`src/rtl/riscv_pc_unit_if.sv`:
```
// Control-flow bus between execute and the PC unit.
// The execute stage (master) drives the selects and the ALU data; the PC unit (slave) returns
// the PC, the link value and the trap/CSR state.
interface riscv_pc_unit_if;
  logic        en_i;
  logic        branch_i;
  logic        jal_i;
  logic        jalr_i;
  logic [31:0] imm_i;
  logic        alu_flag_i;
  logic [31:0] alu_result_i;
  logic        trap_ack_i;
  logic [31:0] pc_o;
  logic [31:0] pc_plus4_o;
  logic        taken_o;
  logic        trap_o;
  logic [31:0] mepc_o;
  logic [31:0] mtval_o;
  logic [31:0] instret_o;

  modport master (
    output en_i, branch_i, jal_i, jalr_i, imm_i, alu_flag_i, alu_result_i, trap_ack_i,
    input  pc_o, pc_plus4_o, taken_o, trap_o, mepc_o, mtval_o, instret_o
  );

  modport slave (
    input  en_i, branch_i, jal_i, jalr_i, imm_i, alu_flag_i, alu_result_i, trap_ack_i,
    output pc_o, pc_plus4_o, taken_o, trap_o, mepc_o, mtval_o, instret_o
  );
endinterface

```
`src/rtl/riscv_pc_unit.sv`:
```
// Program counter / control-flow stage. Picks the next PC from the instruction in execute,
// traps on misaligned redirect targets and counts retired instructions.
module riscv_pc_unit #(
  parameter logic [31:0] RESET_VECTOR = 32'h0000_0000,
  parameter logic [31:0] TRAP_VECTOR  = 32'h0000_0100
) (
  input logic             clk_i,
  input logic             rst_i,
  riscv_pc_unit_if.slave  bus
);

  typedef enum logic [0:0] {StRun, StTrap} state_e;

  state_e      state_q;
  logic [31:0] pc_q;
  logic [31:0] mepc_q;
  logic [31:0] mtval_q;
  logic [31:0] instret_q;
  logic        taken_q;

  logic [31:0] tgt;
  logic        redirect;
  logic        misaligned;

  // Target select: jalr beats jal beats a taken branch beats fall-through.
  always_comb begin
    tgt      = pc_q + 32'd4;
    redirect = 1'b0;
    if (bus.jalr_i) begin
      tgt      = bus.alu_result_i & 32'hFFFF_FFFE;
      redirect = 1'b1;
    end else if (bus.jal_i) begin
      tgt      = pc_q + bus.imm_i;
      redirect = 1'b1;
    end else if (bus.branch_i && bus.alu_flag_i) begin
      tgt      = pc_q + bus.imm_i;
      redirect = 1'b1;
    end
    // Fall-through is always word aligned, so only redirects are checked.
    misaligned = redirect && (tgt[1:0] != 2'b00);
  end

  // Run/trap FSM together with the PC and CSR-like registers.
  always_ff @(posedge clk_i) begin
    if (rst_i) begin
      state_q   <= StRun;
      pc_q      <= RESET_VECTOR;
      taken_q   <= 1'b0;
      mepc_q    <= 32'd0;
      mtval_q   <= 32'd0;
      instret_q <= 32'd0;
    end else begin
      taken_q <= 1'b0;
      unique case (state_q)
        StRun: begin
          if (bus.en_i) begin
            if (misaligned) begin
              state_q <= StTrap;
              pc_q    <= TRAP_VECTOR;
              mepc_q  <= pc_q;
              mtval_q <= tgt;
            end else begin
              pc_q      <= tgt;
              instret_q <= instret_q + 32'd1;
              taken_q   <= redirect;
            end
          end
        end
        StTrap: begin
          // Retires are blocked here, including on the ack cycle itself.
          if (bus.trap_ack_i) begin
            state_q <= StRun;
          end
        end
        default: state_q <= StRun;
      endcase
    end
  end

  assign bus.pc_o       = pc_q;
  assign bus.pc_plus4_o = pc_q + 32'd4;
  assign bus.taken_o    = taken_q;
  assign bus.trap_o     = (state_q == StTrap);
  assign bus.mepc_o     = mepc_q;
  assign bus.mtval_o    = mtval_q;
  assign bus.instret_o  = instret_q;

endmodule

```
`src/flat_wrapper.sv`:
```
// flat-port wrapper written by rule: the top's interface ports become plain ports
module riscv_pc_unit_flat 
#(
  parameter logic [31:0] RESET_VECTOR = 32'h0000_0000,
  parameter logic [31:0] TRAP_VECTOR  = 32'h0000_0100
)
  (clk_i, rst_i, bus_en_i, bus_branch_i, bus_jal_i, bus_jalr_i, bus_imm_i, bus_alu_flag_i, bus_alu_result_i, bus_trap_ack_i, bus_pc_o, bus_pc_plus4_o, bus_taken_o, bus_trap_o, bus_mepc_o, bus_mtval_o, bus_instret_o);
  riscv_pc_unit_if bus_i ();
  input logic clk_i;
  input logic rst_i;
  input wire logic [$bits(bus_i.en_i)-1:0] bus_en_i;
  input wire logic [$bits(bus_i.branch_i)-1:0] bus_branch_i;
  input wire logic [$bits(bus_i.jal_i)-1:0] bus_jal_i;
  input wire logic [$bits(bus_i.jalr_i)-1:0] bus_jalr_i;
  input wire logic [$bits(bus_i.imm_i)-1:0] bus_imm_i;
  input wire logic [$bits(bus_i.alu_flag_i)-1:0] bus_alu_flag_i;
  input wire logic [$bits(bus_i.alu_result_i)-1:0] bus_alu_result_i;
  input wire logic [$bits(bus_i.trap_ack_i)-1:0] bus_trap_ack_i;
  output wire logic [$bits(bus_i.pc_o)-1:0] bus_pc_o;
  output wire logic [$bits(bus_i.pc_plus4_o)-1:0] bus_pc_plus4_o;
  output wire logic [$bits(bus_i.taken_o)-1:0] bus_taken_o;
  output wire logic [$bits(bus_i.trap_o)-1:0] bus_trap_o;
  output wire logic [$bits(bus_i.mepc_o)-1:0] bus_mepc_o;
  output wire logic [$bits(bus_i.mtval_o)-1:0] bus_mtval_o;
  output wire logic [$bits(bus_i.instret_o)-1:0] bus_instret_o;
  assign bus_i.en_i = bus_en_i;
  assign bus_i.branch_i = bus_branch_i;
  assign bus_i.jal_i = bus_jal_i;
  assign bus_i.jalr_i = bus_jalr_i;
  assign bus_i.imm_i = bus_imm_i;
  assign bus_i.alu_flag_i = bus_alu_flag_i;
  assign bus_i.alu_result_i = bus_alu_result_i;
  assign bus_i.trap_ack_i = bus_trap_ack_i;
  assign bus_pc_o = bus_i.pc_o;
  assign bus_pc_plus4_o = bus_i.pc_plus4_o;
  assign bus_taken_o = bus_i.taken_o;
  assign bus_trap_o = bus_i.trap_o;
  assign bus_mepc_o = bus_i.mepc_o;
  assign bus_mtval_o = bus_i.mtval_o;
  assign bus_instret_o = bus_i.instret_o;
  riscv_pc_unit #(.RESET_VECTOR(RESET_VECTOR), .TRAP_VECTOR(TRAP_VECTOR)) u_core (.clk_i(clk_i), .rst_i(rst_i), .bus(bus_i));
endmodule
```
`config.mk`:
```
export PLATFORM = sky130hd
export DESIGN_NAME = riscv_pc_unit_flat
export DESIGN_NICKNAME = d
export VERILOG_FILES = /design/src/rtl/riscv_pc_unit_if.sv /design/src/rtl/riscv_pc_unit.sv /design/src/flat_wrapper.sv
export SDC_FILE = /design/constraint.sdc
export NUM_CORES = 1
export LEC_CHECK = 0
export BUFFER_PORTS_ARGS = -buffer_cell sky130_fd_sc_hd__buf_2
export CAP_MARGIN = 25
export CORE_MARGIN = 4
export CORE_UTILIZATION = 42
export CTS_BUF_LIST = sky130_fd_sc_hd__clkbuf_8
export DETAILED_ROUTE_END_ITERATION = 6
export PLACE_DENSITY = 0.67
export SYNTH_ARGS = -nofsm -noshare
export SYNTH_HDL_FRONTEND = slang
export SYNTH_SLANG_ARGS = --single-unit
```
`constraint.sdc`:
```
create_clock -name clk_i -period 5.67 [get_ports clk_i]
set_input_delay 0.567 -clock clk_i [delete_from_list [all_inputs] [get_ports clk_i]]
set_output_delay 0.567 -clock clk_i [all_outputs]
set_load 0.05 [all_outputs]
```
==> flow_summary.toml <==
[cells_and_area]
area_growth_pct = 20.49
final_common_cell = "buf_2"
fin_nets = 1315
antenna_cells = 0
final_cell_mix = "231 x buf_2, 167 x nand2_1, 130 x dfxtp_1, 90 x nor2_1, 88 x a21oi_1"
multi_input_area_sq_um = 4980
fillers = 1812
seq_area_sq_um = 2603
final_layout_size_suffix_gt1_share_pct = 24.96

[job]
maxCapViolations = 0

[synth]
synthSimpleGateAreaFrac_pct = 25.88
synthesis.area_sq_um = 7885
yosysWarnings = 0
synthMuxAreaShare_pct = 1.063
yosys.area.top_type_share_pct = 33.01
synth_flop_cell = "dfxtp_1"
synth_compound_area_share_pct = 23.18
synth_top_area_cell = "dfxtp_1"
syn_inst = 1013
async_flop_share_pct = 0
synth_top_family_by_area = "simple AND/OR/NAND/NOR gates"
synthTopCellsByArea = "dfxtp_1 33%, nand2_1 7.9%, a21oi_1 5.6%"
synth_cell_type_count = 84
synth-edff-count = 0
syn_area_per_cell_sq_um = 7.784
yosysSeqAreaShare_pct = 33.01
synthAdderAreaFrac_pct = 5.490
synth_nets = 1119
synth-xor-area-share_pct = 7.331
ys_ff_latch = 130

[floorplanning]
die_x_um = 145.0
num_io_pins = 234
core_area_sq_um = 18210
die_area_sq_um = 21030
start_util_pct = 43.30
die-height_um = 145.0
fp-row-count = 49

[placed_design]
portBuffers = 232
gp_congestion = 0.9370
place_hpwl_mm = 21.24
dp_slack_ns = 2.011

[global_routing]
grt_pass1_wl_mm = 42.92
grt_max_degree = 61
overflow = 0
grt.total_usage_pct = 25.41
grt_pass1_vias = 7546
antenna_found_initial = 0

[cts]
insertion_delay_ns = 0.43
cts_sinks = 130
ctsHoldBuffers = 0
cts.reportedPaths.clkPinSlew_ns = 0.07
cts_setup_buffers = 0
htreeDepth = 4
cts_root_buffer = "clkbuf_8"
post_cts_resized = 0
cts_buffers = 17
cts_buffer_depth = 2
cts_tree = "built"

[routing]
ant_nets = 0
vias = 8310
avgRoutedWirePerCell_um = 19.43
vias_per_cell = 5.743
drt_iter0_drc = 613
first_pass_iters = 5
drc = 0
route.final.wire_length_mm = 28.12

[worst_setup_path]
cp-endpoint = "bus_pc_plus4_o[17]"
r2r_start = "u_core.bus.pc_o[0]"
critical_path.startpoint = "u_core.bus.pc_o[4]"
cp.required_ns = 5.10
regToRegSetupSlack_ns = 2.25
worst_setup_path_start_kind = "flip-flop"
r2r.worst_path.cells = 10
critPathMaxFanout = 8
r2r-end = "u_core.bus.mtval_o[20]"
cp-end-kind = "primary output"
path_class = "flip-flop to primary output"
cp.arrival_ns = 2.96

[sta]
finalClockSkew_ns = 0.01009
hold_viol_final = 0
relSlewSlack_pct = 33.04
setup_tns_ns = 0
worst_slack_ns = 2.147
max_freq_ghz = 0.2838
final.min_clock_period_ns = 3.523
worst_slew_pin_slew_ns = 1.004
grt_setup_unrepaired = "false"
fin_crit_sh_pct = 62.14
setup_viol = 0
drv_slew = 0

[hold_path]
hp-class = "primary input to flip-flop"

[power]
power_density_nw_per_um2 = 249.3
power.leakage_nw = 4.298
ir_worst_vdd_mv = 0.1557

[run_status]
outcome = "finished clean"
[kinds of logic (layout without fill, tap and decap cells)]
logic type	Yosys count	count (layout)
fa+ha+maj	34	34
flops	130	130
buf+inv	82	287
simple gates	421	421
mux	8	8
xor+xnor	66	66
compound gates	272	272
[power breakdown]
group	switching, mW	internal, mW
Combinational	0.481	0.192
Clock	0.345	0.347
Sequential	0.0530	0.951
[worst min-delay path by stage]
stage | start | to | cells after the start
2_1_floorplan | u_core.bus.mtval_o[14] | u_core.bus.mtval_o[14] | 2
3_3_place_gp | u_core.bus.mepc_o[28] | u_core.bus.mepc_o[28] | 2
3_5_place_dp | u_core.bus.mtval_o[15] | u_core.bus.mtval_o[15] | 2
4_1_cts | bus_trap_ack_i | u_core.bus.trap_o | 3
5_1_grt | bus_alu_result_i[21] | u_core.bus.pc_o[21] | 3
6_report | bus_trap_ack_i | u_core.bus.trap_o | 3
[worst max-delay path, cell delays in order, from the launching register on]
cell and delay, ns:
dfxtp_1 0.54, and3_1 0.30, nand4_1 0.39, or3_1 0.54, nor2_1 0.13, xor2_1 0.30, buf_2 0.33
[stage by stage]
stage	instance area, sq um	std cells	hold slack [ns]	power [mW]	util (%)
final	9500	1447	0.3955	2.369	52.17
after global routing	9500	1447	0.3865	2.468	52.17
after CTS	9500	1447	0.3734	2.377	52.17
after detailed placement	9164	1419	0.4432	1.691	50.33
after global placement	9164	1419	0.4390	1.687	50.33
after floorplan	7885	1013	0.6753	1.495	-
[registers in the layout, indices dropped and copies added (netlist names)]
| name | cells |
|---|---|
| u_core.bus.taken_o | 1 |
| u_core.bus.instret_o | 32 |
| u_core.bus.mtval_o | 32 |
| u_core.bus.mepc_o | 32 |
| u_core.bus.pc_o | 32 |
| u_core.bus.trap_o | 1 |
[per-layer routing]
layer | vias to the layer above | wire length [um] | GRT usage (%)
met5 | - | 0 | 0
met4 | 0 | 1358 | 12.64
met3 | 68 | 2133 | 6.143
met2 | 353 | 12800 | 40.23
met1 | 3854 | 11830 | 32.52
li1 | 4035 | - | -
[final cells by class]
class | count | area share (%)
Clock buffer | 22 | 3.187
Clock inverter | 6 | 0.3556
Inverter | 19 | 0.7507
Multi-Input combinational cell | 801 | 52.42
Sequential cell | 130 | 27.39
Tap cell | 229 | 3.016
Timing Repair Buffer | 240 | 12.88
[synthesized netlist by cell type, types with 12 or more instances]
master / n
nor2_1: 90
nand3_1: 39
o21a_1: 12
nor3_1: 21
inv_1: 18
clkbuf_1: 54
and3_1: 19
xnor2_1: 30
a21oi_1: 89
nand2_1: 167
ha_1: 33
o21ai_0: 39
a21o_1: 20
dfxtp_1: 130
xor2_1: 36
or3_1: 19
nand4_1: 18
(Power assumes the default switching activity.)
